==> src/rtl/area_sqrt_pkg.sv <==
// Shared definitions for the area square-root stage: default widths and FSM states.
package area_sqrt_pkg;

   localparam int unsigned W_IN_DEF  = 16;
   localparam int unsigned W_OUT_DEF = W_IN_DEF / 2;
   localparam int unsigned W_CNT     = 4;

   typedef enum logic [1:0] {
      S_IDLE     = 2'b00,
      S_CALC     = 2'b01,
      S_WAIT_RFD = 2'b10,
      S_OFFER    = 2'b11
   } state_t;

endpackage

==> src/rtl/area_sqrt_step.sv <==
// One digit-by-digit square-root step: consumes two radicand bits, produces one root bit.
module area_sqrt_step
   import area_sqrt_pkg::*;
#(
   parameter int unsigned W_OUT = W_OUT_DEF
) (
   input  logic [W_OUT+1:0] rem,
   input  logic [W_OUT-1:0] root,
   input  logic [1:0]       x_top,
   output logic [W_OUT+1:0] rem_nxt_c,
   output logic [W_OUT-1:0] root_nxt_c
);

   localparam int unsigned W_R = W_OUT + 4;

   logic [W_R-1:0] r;
   logic [W_R-1:0] t;

   // Trial subtraction; the running remainder stays <= 2*root, so it fits back in W_OUT+2 bits.
   always_comb begin
      r = {rem, x_top};
      t = W_R'({root, 2'b01});
      if (r >= t) begin
         rem_nxt_c  = (W_OUT+2)'(r - t);
         root_nxt_c = {root[W_OUT-2:0], 1'b1};
      end else begin
         rem_nxt_c  = (W_OUT+2)'(r);
         root_nxt_c = {root[W_OUT-2:0], 1'b0};
      end
   end

endmodule

==> src/rtl/area_sqrt.sv <==
// Iterative integer square root of the rectangle area with /dav-rfd handshakes on both sides.
module area_sqrt
   import area_sqrt_pkg::*;
#(
   parameter int unsigned W_IN  = W_IN_DEF,
   parameter int unsigned W_OUT = W_IN / 2
) (
   input  logic             clock,
   input  logic             reset_,
   input  logic [W_IN-1:0]  data_in,
   input  logic             dav_in_,
   output logic             rfd_in,
   output logic [W_OUT-1:0] data_out,
   output logic [W_OUT:0]   rem_out,
   output logic             dav_out_,
   input  logic             rfd_out
);

   state_t           state, state_nxt;
   logic [W_IN-1:0]  x, x_nxt;
   logic [W_OUT+1:0] rem, rem_nxt, rem_step_c;
   logic [W_OUT-1:0] root, root_nxt, root_step_c;
   logic [W_CNT-1:0] count, count_nxt;
   logic             rfd_nxt, dav_nxt;

   area_sqrt_step #(
      .W_OUT (W_OUT)
   ) u_step (
      .rem        (rem),
      .root       (root),
      .x_top      (x[W_IN-1:W_IN-2]),
      .rem_nxt_c  (rem_step_c),
      .root_nxt_c (root_step_c)
   );

   // Next-state and datapath selection; handshake outputs follow the next state.
   always_comb begin
      state_nxt = state;
      x_nxt     = x;
      rem_nxt   = rem;
      root_nxt  = root;
      count_nxt = count;
      case (state)
         S_IDLE: begin
            if (!dav_in_) begin
               x_nxt     = data_in;
               rem_nxt   = '0;
               root_nxt  = '0;
               count_nxt = W_CNT'(W_OUT);
               state_nxt = S_CALC;
            end
         end
         S_CALC: begin
            x_nxt     = {x[W_IN-3:0], 2'b00};
            rem_nxt   = rem_step_c;
            root_nxt  = root_step_c;
            count_nxt = count - W_CNT'(1);
            if (count == W_CNT'(1)) state_nxt = S_WAIT_RFD;
         end
         S_WAIT_RFD: begin
            if (rfd_out) state_nxt = S_OFFER;
         end
         S_OFFER: begin
            // Hold the offer until the producer has released dav_in_ so stale data is not re-sampled.
            if (!rfd_out && dav_in_) state_nxt = S_IDLE;
         end
         default: state_nxt = S_IDLE;
      endcase
      rfd_nxt = (state_nxt == S_IDLE);
      dav_nxt = (state_nxt != S_OFFER);
   end

   always_ff @(posedge clock) begin
      if (reset_) begin
         state    <= S_IDLE;
         rfd_in   <= 1'b1;
         dav_out_ <= 1'b1;
         x        <= '0;
         rem      <= '0;
         root     <= '0;
         count    <= '0;
      end else begin
         state    <= state_nxt;
         rfd_in   <= rfd_nxt;
         dav_out_ <= dav_nxt;
         x        <= x_nxt;
         rem      <= rem_nxt;
         root     <= root_nxt;
         count    <= count_nxt;
      end
   end

   assign data_out = root;
   assign rem_out  = (W_OUT+1)'(rem);

endmodule

==> config.mk <==
export PLATFORM = sky130hd
export DESIGN_NAME = area_sqrt
export DESIGN_NICKNAME = d
export VERILOG_FILES = /design/src/rtl/area_sqrt_pkg.sv /design/src/rtl/area_sqrt_step.sv /design/src/rtl/area_sqrt.sv
export SDC_FILE = /design/constraint.sdc
export NUM_CORES = 1
export LEC_CHECK = 0
export BUFFER_PORTS_ARGS = -buffer_cell sky130_fd_sc_hd__buf_2
export CAP_MARGIN = 20
export CORE_MARGIN = 3
export CORE_UTILIZATION = 45
export DETAILED_ROUTE_END_ITERATION = 8
export GPL_ROUTABILITY_DRIVEN = 1
export MAX_ROUTING_LAYER = met4
export PLACE_DENSITY_LB_ADDON = 0.25
export SYNTH_ARGS = -nofsm -noshare
export SYNTH_HDL_FRONTEND = slang
export SYNTH_HIERARCHICAL = 1
export SYNTH_SLANG_ARGS = --single-unit
==> constraint.sdc <==
create_clock -name clock -period 5.5 [get_ports clock]
set_input_delay 0.275 -clock clock [delete_from_list [all_inputs] [get_ports clock]]
set_output_delay 0.275 -clock clock [all_outputs]
set_load 0.02 [all_outputs]
**Word-level counts from Yosys, hierarchy flattened**

Index checks and enable logic that the tools add are counted.

- Bits in registers: 42
- Input port bits: 20
- Output and inout port bits: 19

- $add $sub $neg: 2
- Order comparisons: 1
- Equality and inequality tests: 6
- Muxes and demuxes: 15
- Reduce and logical (&&, ||, !) cells: 6

Operators by type and width:

| operator | number |
|---|---|
| $pmux W16 S2 | 1 |
| $mux W10 | 2 |
| $pmux W10 S2 | 1 |
| $mux W16 | 1 |
| $pmux W8 S2 | 1 |
| $ge A12 B10 Y1 | 1 |
| $sub A10 B10 Y10 | 1 |
| $mux W2 | 4 |
| $mux W8 | 1 |
| $pmux W2 S4 | 1 |
| $pmux W4 S2 | 1 |
| $eq A2 B2 Y1 const B | 2 |
| $eq A4 B1 Y1 const B | 1 |
| $logic_not A2 Y1 | 2 |
| $mux W4 | 1 |
| $ne A2 B2 Y1 const B | 2 |
| $sub A4 B1 Y4 const B | 1 |
| $eq A2 B1 Y1 const B | 1 |
| $reduce_and A2 Y1 | 1 |
| $reduce_bool A2 Y1 | 1 |
| $logic_and A1 B1 Y1 | 1 |
| $logic_not A1 Y1 | 1 |
| $mux W1 | 1 |

**Depth between registers and ports, before layout**

Gate-level depths: netlist (run 1).

- Depth in word-level cells: 5
- Mapped depth: 10
- Mapped depth without buffers: 9

**Modules after synthesis**

The synthesis (run 1) kept the hierarchy.

Modules (own cells, without submodules):

| module | instances | cells each | area each (um^2) | sequential area each (um^2) |
|---|---|---|---|---|
| area_sqrt | 1 | 228 | 1,911.8 | 840.8 |
| area_sqrt_step | 1 | 88 | 679.4 | 0.0 |

**Worst setup path before layout (run 1)**

OpenSTA, ideal clock, no wires.

- Kind: register -> register
- Start point: register root[0], in the netlist data_out[0]
- End point: register rem[2]
- Arrival: 2,193 ps
- Setup slack: 3,175 ps
- Stages on the path, launching flop included: 11
- Path buffers: 1
- Period minus slack after synthesis: 2,325 ps
- Cell sequence: dfxtp_1 > inv_1 > ha_1 > nor2b_4 > o31a_4 > a41oi_1 > o211a_1 > buf_6 > mux2_4 > nand2_1 > a21oi_1

- Longest elaborated chain between the ends: 3

Ends and longest elaborated chain:

| item | RTL line | RTL |
|---|---|---|
| start, declared | area_sqrt.sv:22 | `logic [W_OUT-1:0] root, root_nxt, root_step_c;` |
| start signal, assigned | area_sqrt.sv:88 | `root <= root_nxt;` |
| $sub A10 B10 Y10 / $ge A12 B10 Y1 (equally long branches) | area_sqrt_step.sv:24, area_sqrt_step.sv:23 |  |
| $mux W10 (*) | area_sqrt_step.sv:23 | `if (r >= t) begin` |
| net rem_step_c[2] | area_sqrt.sv:21 | `logic [W_OUT+1:0] rem, rem_nxt, rem_step_c;` |
| $pmux W10 S2 (*) | area_sqrt.sv:43 | `case (state)` |
| end signal, assigned | area_sqrt.sv:87 | `rem <= rem_nxt;` |
| end, declared | area_sqrt.sv:21 |  |

Mark *: on every way through the listed nets, which the timed path passes. The rest lies on a longest branch.
A chain may end at the register's enable or synchronous reset.

**Worst setup path in the final report (run 1)**

- Start point: register root[0], in the netlist data_out[0]
- End point: register rem[9]

The elaborated chain is that of the path after synthesis.

==> results.toml, run 1 <==
[status]
status = "completed"

[sta]
slew_headroom_pct = 51.8
fmax_ghz = 0.377
finalCriticalPeriod_ns = 2.65
tns_ns = 0
hold_slack_ns = 0.223
finalSetupViolations = 0
clock_skew_ns = 0.00689
fin_crit_sh_pct = 48.2
finalHoldViolations = 0
rsz0062_at_grt = "no"
tightestPinTransition_ns = 0.723
slew_violations = 0

[pwr]
internal_power_mw = 1.11
seqPwrFrac_pct = 22.9
power.total_mw = 1.81
power_density_mw_per_mm2 = 658
combPwrFrac_pct = 63.5
switching_share_pct = 38.6
switchingPower_mw = 0.699
p_leak_nw = 1.13
clkPwrFrac_pct = 13.6
ir_drop_mv = 0.363

[route]
drc = 0
drt_iter0_drc = 87
drt-wirelength-per-cell_um = 13.6
postRouteAntennaNets = 0
via_per_inst = 5.31
maxUsedRoutingLayer = "met4"
met2_length_um = 2530
wl_met1_um = 2610
wl_met3_um = 225
routed_wl_um = 5420
vias = 2117
drt_pass1_iterations = 4

[worst_hold_path]
min_from = "data_in[1]"
hp-class = "input pin to register"
hold_path_end = "x[1]"
min_delay_path_depth = 3

[setup_path]
path_class = "register to register"
r2r_setup_slack_ns = 2.85
required_ns = 5.67
reg2reg_from = "data_out[0]"
reg2reg_to = "rem[9]"
cp-startpoint = "data_out[0]"
endpoint_kind = "register"
rr_worst_depth = 9
arrival_ns = 2.82
cp_max_fo = 11
start_kind = "register"

[logic_synthesis]
yosysTopAreaCell = "dfxtp_1"
yosys_warnings = 6
ys_seq_area_share_pct = 32.4
async_reset_ff_share_pct = 0
synthCells = 316
ys_ff_latch = 42
synth-edff-count = 0
syn_avg_cell_area_um2 = 8.20
synth_top_area_share_pct = 32.4
syn-cell-area_mm2 = 0.00259
ys_types = 43
ys.flop_type = "dfxtp_1"
synthesis.nets = 348
ys_top_cells_by_area = "dfxtp_1 (32%), a21oi_1 (8.7%), ha_1 (5.8%)"

[floorplan]
die_h_um = 81.9
start_util_pct = 46.8
dieArea_mm2 = 0.00671
io_pins = 39
die-width_um = 81.9
rows = 27
coreArea_mm2 = 0.00554

[placed_design]
placed_area_mm2 = 0.00264
dp_hpwl_um = 3520
routabilityCongestion = 0.838
numPortBuffers = 38

[clock_tree]
clock_path_buffers = 2
cts_buffers = 5
cts_tree = "done"
cts-resized-gates = 0
insertion_delay_ns = 0.30
ctsHoldBuffers = 0
ctsHtreeMaxLevel = 2
cts_sinks = 42
ctsRootBufferMaster = "clkbuf_8"
clkTransAtPathRegs_ns = 0.09
postCtsSetupBuffers = 0

[grt]
grt_remaining_overflow = 0
grt_pass1_vias = 2004
grt_usage_pct = 18.1
grt_max_degree = 49
grt_pass1_wl_um = 9160
antenna_found_initial = 0

[final_layout]
regArea_um2 = 841
antenna-diode-count = 0
area_delta_synth_final_pct = 6.13
multiInputGateArea_mm2 = 0.00139
drive_gt1_share_pct = 20.8
nFillCells = 567
nets = 358
utilization_pct = 49.6
final_area_mm2 = 0.00275

[job]
max_cap_violations = 0
-- layer usage --
layer / up-vias / global-route usage (%)
met3: 5 / 4.28
li1: 1107 / -
met4: 0 / 5.48
met2: 42 / 30.0
met5: - / -
met1: 963 / 21.9
-- cell families after synthesis --
logic type      after synthesis  share of synthesized area (%)
compound gates              105                           26.2
simple gates                 73                           14.1
buf+inv                      67                           13.8
flops                        42                           32.4
fa+ha+maj                    12                           5.79
mux                          10                           5.31
xor+xnor                      7                           2.37
-- final cells by class --
| type | count | share of cell area, % |
|---|---|---|
| clock buffer | 5 | 2.50 |
| clock inverter | 3 | 1.46 |
| inverter | 30 | 4.09 |
| multi-input combinational | 207 | 50.6 |
| sequential | 42 | 30.6 |
| tap | 72 | 3.28 |
| timing repair buffer | 40 | 7.46 |
-- worst max-delay path: stages (launching register included) --
cell and delay (ns):
dfxtp_1 0.36, inv_1 0.05, ha_1 0.35, nor2b_4 0.16
o31a_4 0.30, a41oi_1 0.24, o211a_1 0.54, mux2_2 0.39
nand2_1 0.05, a21oi_1 0.07
-- placed cells by master, fill, tap and decap left out, types with 2 or more instances in the layout --
cell / synthesis / layout
a21oi_1: 45 / 45
dfxtp_1: 42 / 42
buf_2: 13 / 38
nand2_1: 30 / 30
inv_1: 29 / 29
o21ai_0: 27 / 27
nor3_1: 20 / 20
ha_1: 12 / 12
o221a_1: 10 / 10
mux2_4: 7 / 7
xnor2_1: 6 / 6
nor2_1: 5 / 5
o221a_2: 5 / 5
clkbuf_8: 0 / 5
nand2b_1: 4 / 4
o21ai_1: 3 / 3
nor2b_1: 3 / 3
nand3_1: 3 / 3
nor2b_4: 2 / 2
a21o_1: 2 / 2
mux2_2: 2 / 2
clkinv_2: 0 / 2
buf_4: 18 / 2
o21a_1: 2 / 2
o211ai_1: 2 / 2
-- per-stage QoR --
step / setup WS (ns) / std cells
floorplan: 3.17 / 316
global placement: 2.90 / 391
detailed placement: 2.88 / 391
CTS: 2.86 / 399
global route: 2.70 / 399
finish: 2.85 / 399
-- worst max path at each step --
| stage | endpoint | cells past startpoint | slack [ns] |
|---|---|---|---|
| 6_report | rem[9] | 9 | 2.85 |
| 5_1_grt | rem[9] | 9 | 2.70 |
| 4_1_cts | rem[9] | 9 | 2.86 |
| 3_5_place_dp | rem[9] | 9 | 2.88 |
| 3_3_place_gp | rem[9] | 9 | 2.90 |
| 2_1_floorplan | rem[2] | 10 | 3.17 |
-- power groups by stage --
stage	Sequential [mW]	Clock [mW]	Combinational, mW
5_1_grt	0.421	0.264	1.27
2_1_floorplan	0.410	0	1.08
6_report	0.414	0.247	1.15
3_5_place_dp	0.421	0	1.14
4_1_cts	0.414	0.257	1.15
3_3_place_gp	0.420	0	1.14
-- sequential cells by signal, summed over array words and instances, names as in the netlist --
register / flops
count: 4
data_out: 8
dav_out_: 1
rem: 10
rfd_in: 1
state: 2
x: 16
-- synthesized netlist by cell type (all sizes together), types with 2 or more instances --
cell type  number
xnor2           6
o221a          15
nand2b          4
inv            29
a21o            2
buf            34
dfxtp          42
nand2          30
o211ai          2
o21a            2
clkbuf          3
nor2b           5
a21oi          45
nor3           20
mux2            9
ha             12
nand3           3
o21ai          30
nor2            6
Power figures use the tool's default switching activity.
==> run 2: changes to the inputs <==
==> constraint.sdc (replaced) <==
create_clock -name clock -period 2.75 [get_ports clock]
set_input_delay 0.1375 -clock clock [delete_from_list [all_inputs] [get_ports clock]]
set_output_delay 0.1375 -clock clock [all_outputs]
set_load 0.02 [all_outputs]
==> results.toml, run 2 (synthesis results as in run 1) <==
[status]
status = "completed"

[route]
drt_pass1_iterations = 4
drt-wirelength-per-cell_um = 13.6
drt_iter0_drc = 84
via_per_inst = 5.36
vias = 2150
postRouteAntennaNets = 0
routed_wl_um = 5440
drc = 0

[grt]
grt_remaining_overflow = 0
antenna_found_initial = 0
grt_pass1_vias = 1985
grt_pass1_wl_um = 9160
grt_usage_pct = 17.7
grt_max_degree = 28

[floorplan]
die_h_um = 81.9
start_util_pct = 46.8
dieArea_mm2 = 0.00671
coreArea_mm2 = 0.00554
die-width_um = 81.9
io_pins = 39
rows = 27

[final_layout]
area_delta_synth_final_pct = 8.02
top_register = "x"
layout.cells.non_filler = 401
regArea_um2 = 841
multiInputGateArea_mm2 = 0.00139
nets = 360
drive_gt1_share_pct = 21.6
antenna-diode-count = 0
nFillCells = 563
layout_common_cells = "a21oi_1 (45), dfxtp_1 (42), buf_2 (38)"
final_common_cell = "a21oi_1"
largest_reg_flops = 16

[clock_tree]
postCtsSetupBuffers = 0
clock_path_buffers = 2
cts_buffers = 5
cts_tree = "done"
ctsHtreeMaxLevel = 2
insertion_delay_ns = 0.29
ctsRootBufferMaster = "clkbuf_8"
clkTransAtPathRegs_ns = 0.08
cts_sinks = 42

[setup_path]
cp_slowest_cell = "o211a_2"
required_ns = 2.97
cp.depth = 10
cp_num_buf_inv = 2
critPathCapture = "rem[1]"
crit_chain = "inv_1, ha_1, nor2b_4, o31a_4, a41oi_1, o211a_2, buf_4, mux2i_1, nand2_1, a21oi_1"
slowest_delay_ns = 0.42
path_class = "register to register"
reg2reg_to = "rem[1]"
path_delay_family = "compound AO/OA/AOI/OAI gates"
reg2reg_from = "data_out[0]"
cp_max_fo = 9
start_kind = "register"
endpoint_kind = "register"
rr_worst_depth = 10
arrival_ns = 2.77
r2r_setup_slack_ns = 0.21
cp-startpoint = "data_out[0]"

[sta]
tightestPinTransition_ns = 0.721
fmax_ghz = 0.393
tns_ns = 0
finalCriticalPeriod_ns = 2.54
finalHoldViolations = 0
clock_skew_ns = 0.00830
rsz0062_at_grt = "no"
fin_crit_sh_pct = 92.5
slew_headroom_pct = 51.9
slew_violations = 0
finalSetupViolations = 0

[pwr]
p_leak_nw = 1.15
switching_share_pct = 37.0
switchingPower_mw = 1.42
ir_drop_mv = 0.672
power_density_mw_per_mm2 = 1370
seqPwrFrac_pct = 21.7
internal_power_mw = 2.41
combPwrFrac_pct = 62.5
clkPwrFrac_pct = 15.7

[worst_hold_path]
min_from = "data_in[1]"
hp-class = "input pin to register"

[placed_design]
routabilityCongestion = 0.861
place.detailed.instances = 393
numPortBuffers = 38
dp_hpwl_um = 3650

[job]
max_cap_violations = 0
run 2: worst min-delay path: cells and delay by family:
| kind | cells | cell delay (ns) |
|---|---|---|
| and+or+nand+nor | 1 | 0.05 |
| AOI/OAI and AO/OA | 1 | 0.05 |
| buffers and inverters | 1 | 0.10 |
run 2: power groups by stage:
stage	Clock [mW]	Sequential [mW]	Combinational [mW]
after floorplan	0	0.819	2.16
after global placement	0	0.841	2.34
after detailed placement	0	0.845	2.35
after CTS	0.618	0.832	2.37
after global routing	0.649	0.846	2.62
final	0.601	0.831	2.39
run 2: through the flow:
| stage | utilization, % | cell area, µm² | power (mW) | setup slack, ns | hold slack (ns) |
|---|---|---|---|---|---|
| after global placement | 47.9 | 2660 | 3.18 | 0.216 | 0.403 |
| final | 50.5 | 2800 | 3.82 | 0.207 | 0.0985 |
| after floorplan | - | 2590 | 2.98 | 0.425 | 0.278 |
| after global routing | 50.5 | 2800 | 4.11 | 0.0659 | 0.105 |
| after detailed placement | 47.9 | 2660 | 3.19 | 0.153 | 0.400 |
| after CTS | 50.5 | 2800 | 3.82 | 0.109 | 0.0895 |
run 2: repair_timing:
action	in CTS	in global routing
gates resized for setup	0	1
hold buffers	0	0
setup endpoints to repair	0	1
run 2: how the worst min path moves through the flow:
| stage | endpoint | slack [ns] | cells past startpoint |
|---|---|---|---|
| 6_report | x[1] | 0.1 | 3 |
| 5_1_grt | x[1] | 0.11 | 3 |
| 4_1_cts | x[1] | 0.09 | 3 |
| 3_5_place_dp | x[1] | 0.40 | 3 |
| 3_3_place_gp | x[1] | 0.40 | 3 |
| 2_1_floorplan | x[0] | 0.28 | 2 |
run 2: final cells by class:
| cell class | count | share of cell area, % |
|---|---|---|
| inverters | 30 | 4.02 |
| clock buffers | 6 | 2.95 |
| repair buffers | 42 | 7.87 |
| multi-input cells | 207 | 49.8 |
| well taps | 72 | 3.22 |
| flip-flops and latches | 42 | 30.0 |
| clock inverters | 2 | 2.15 |
run 2: metal layers:
metal	GRT usage (%)	up-vias	routed length, µm
met3	3.29	6	203
met5	-	-	0
met4	5.32	0	68
met2	27.6	45	2540
met1	23.3	992	2630
li1	-	1107	-
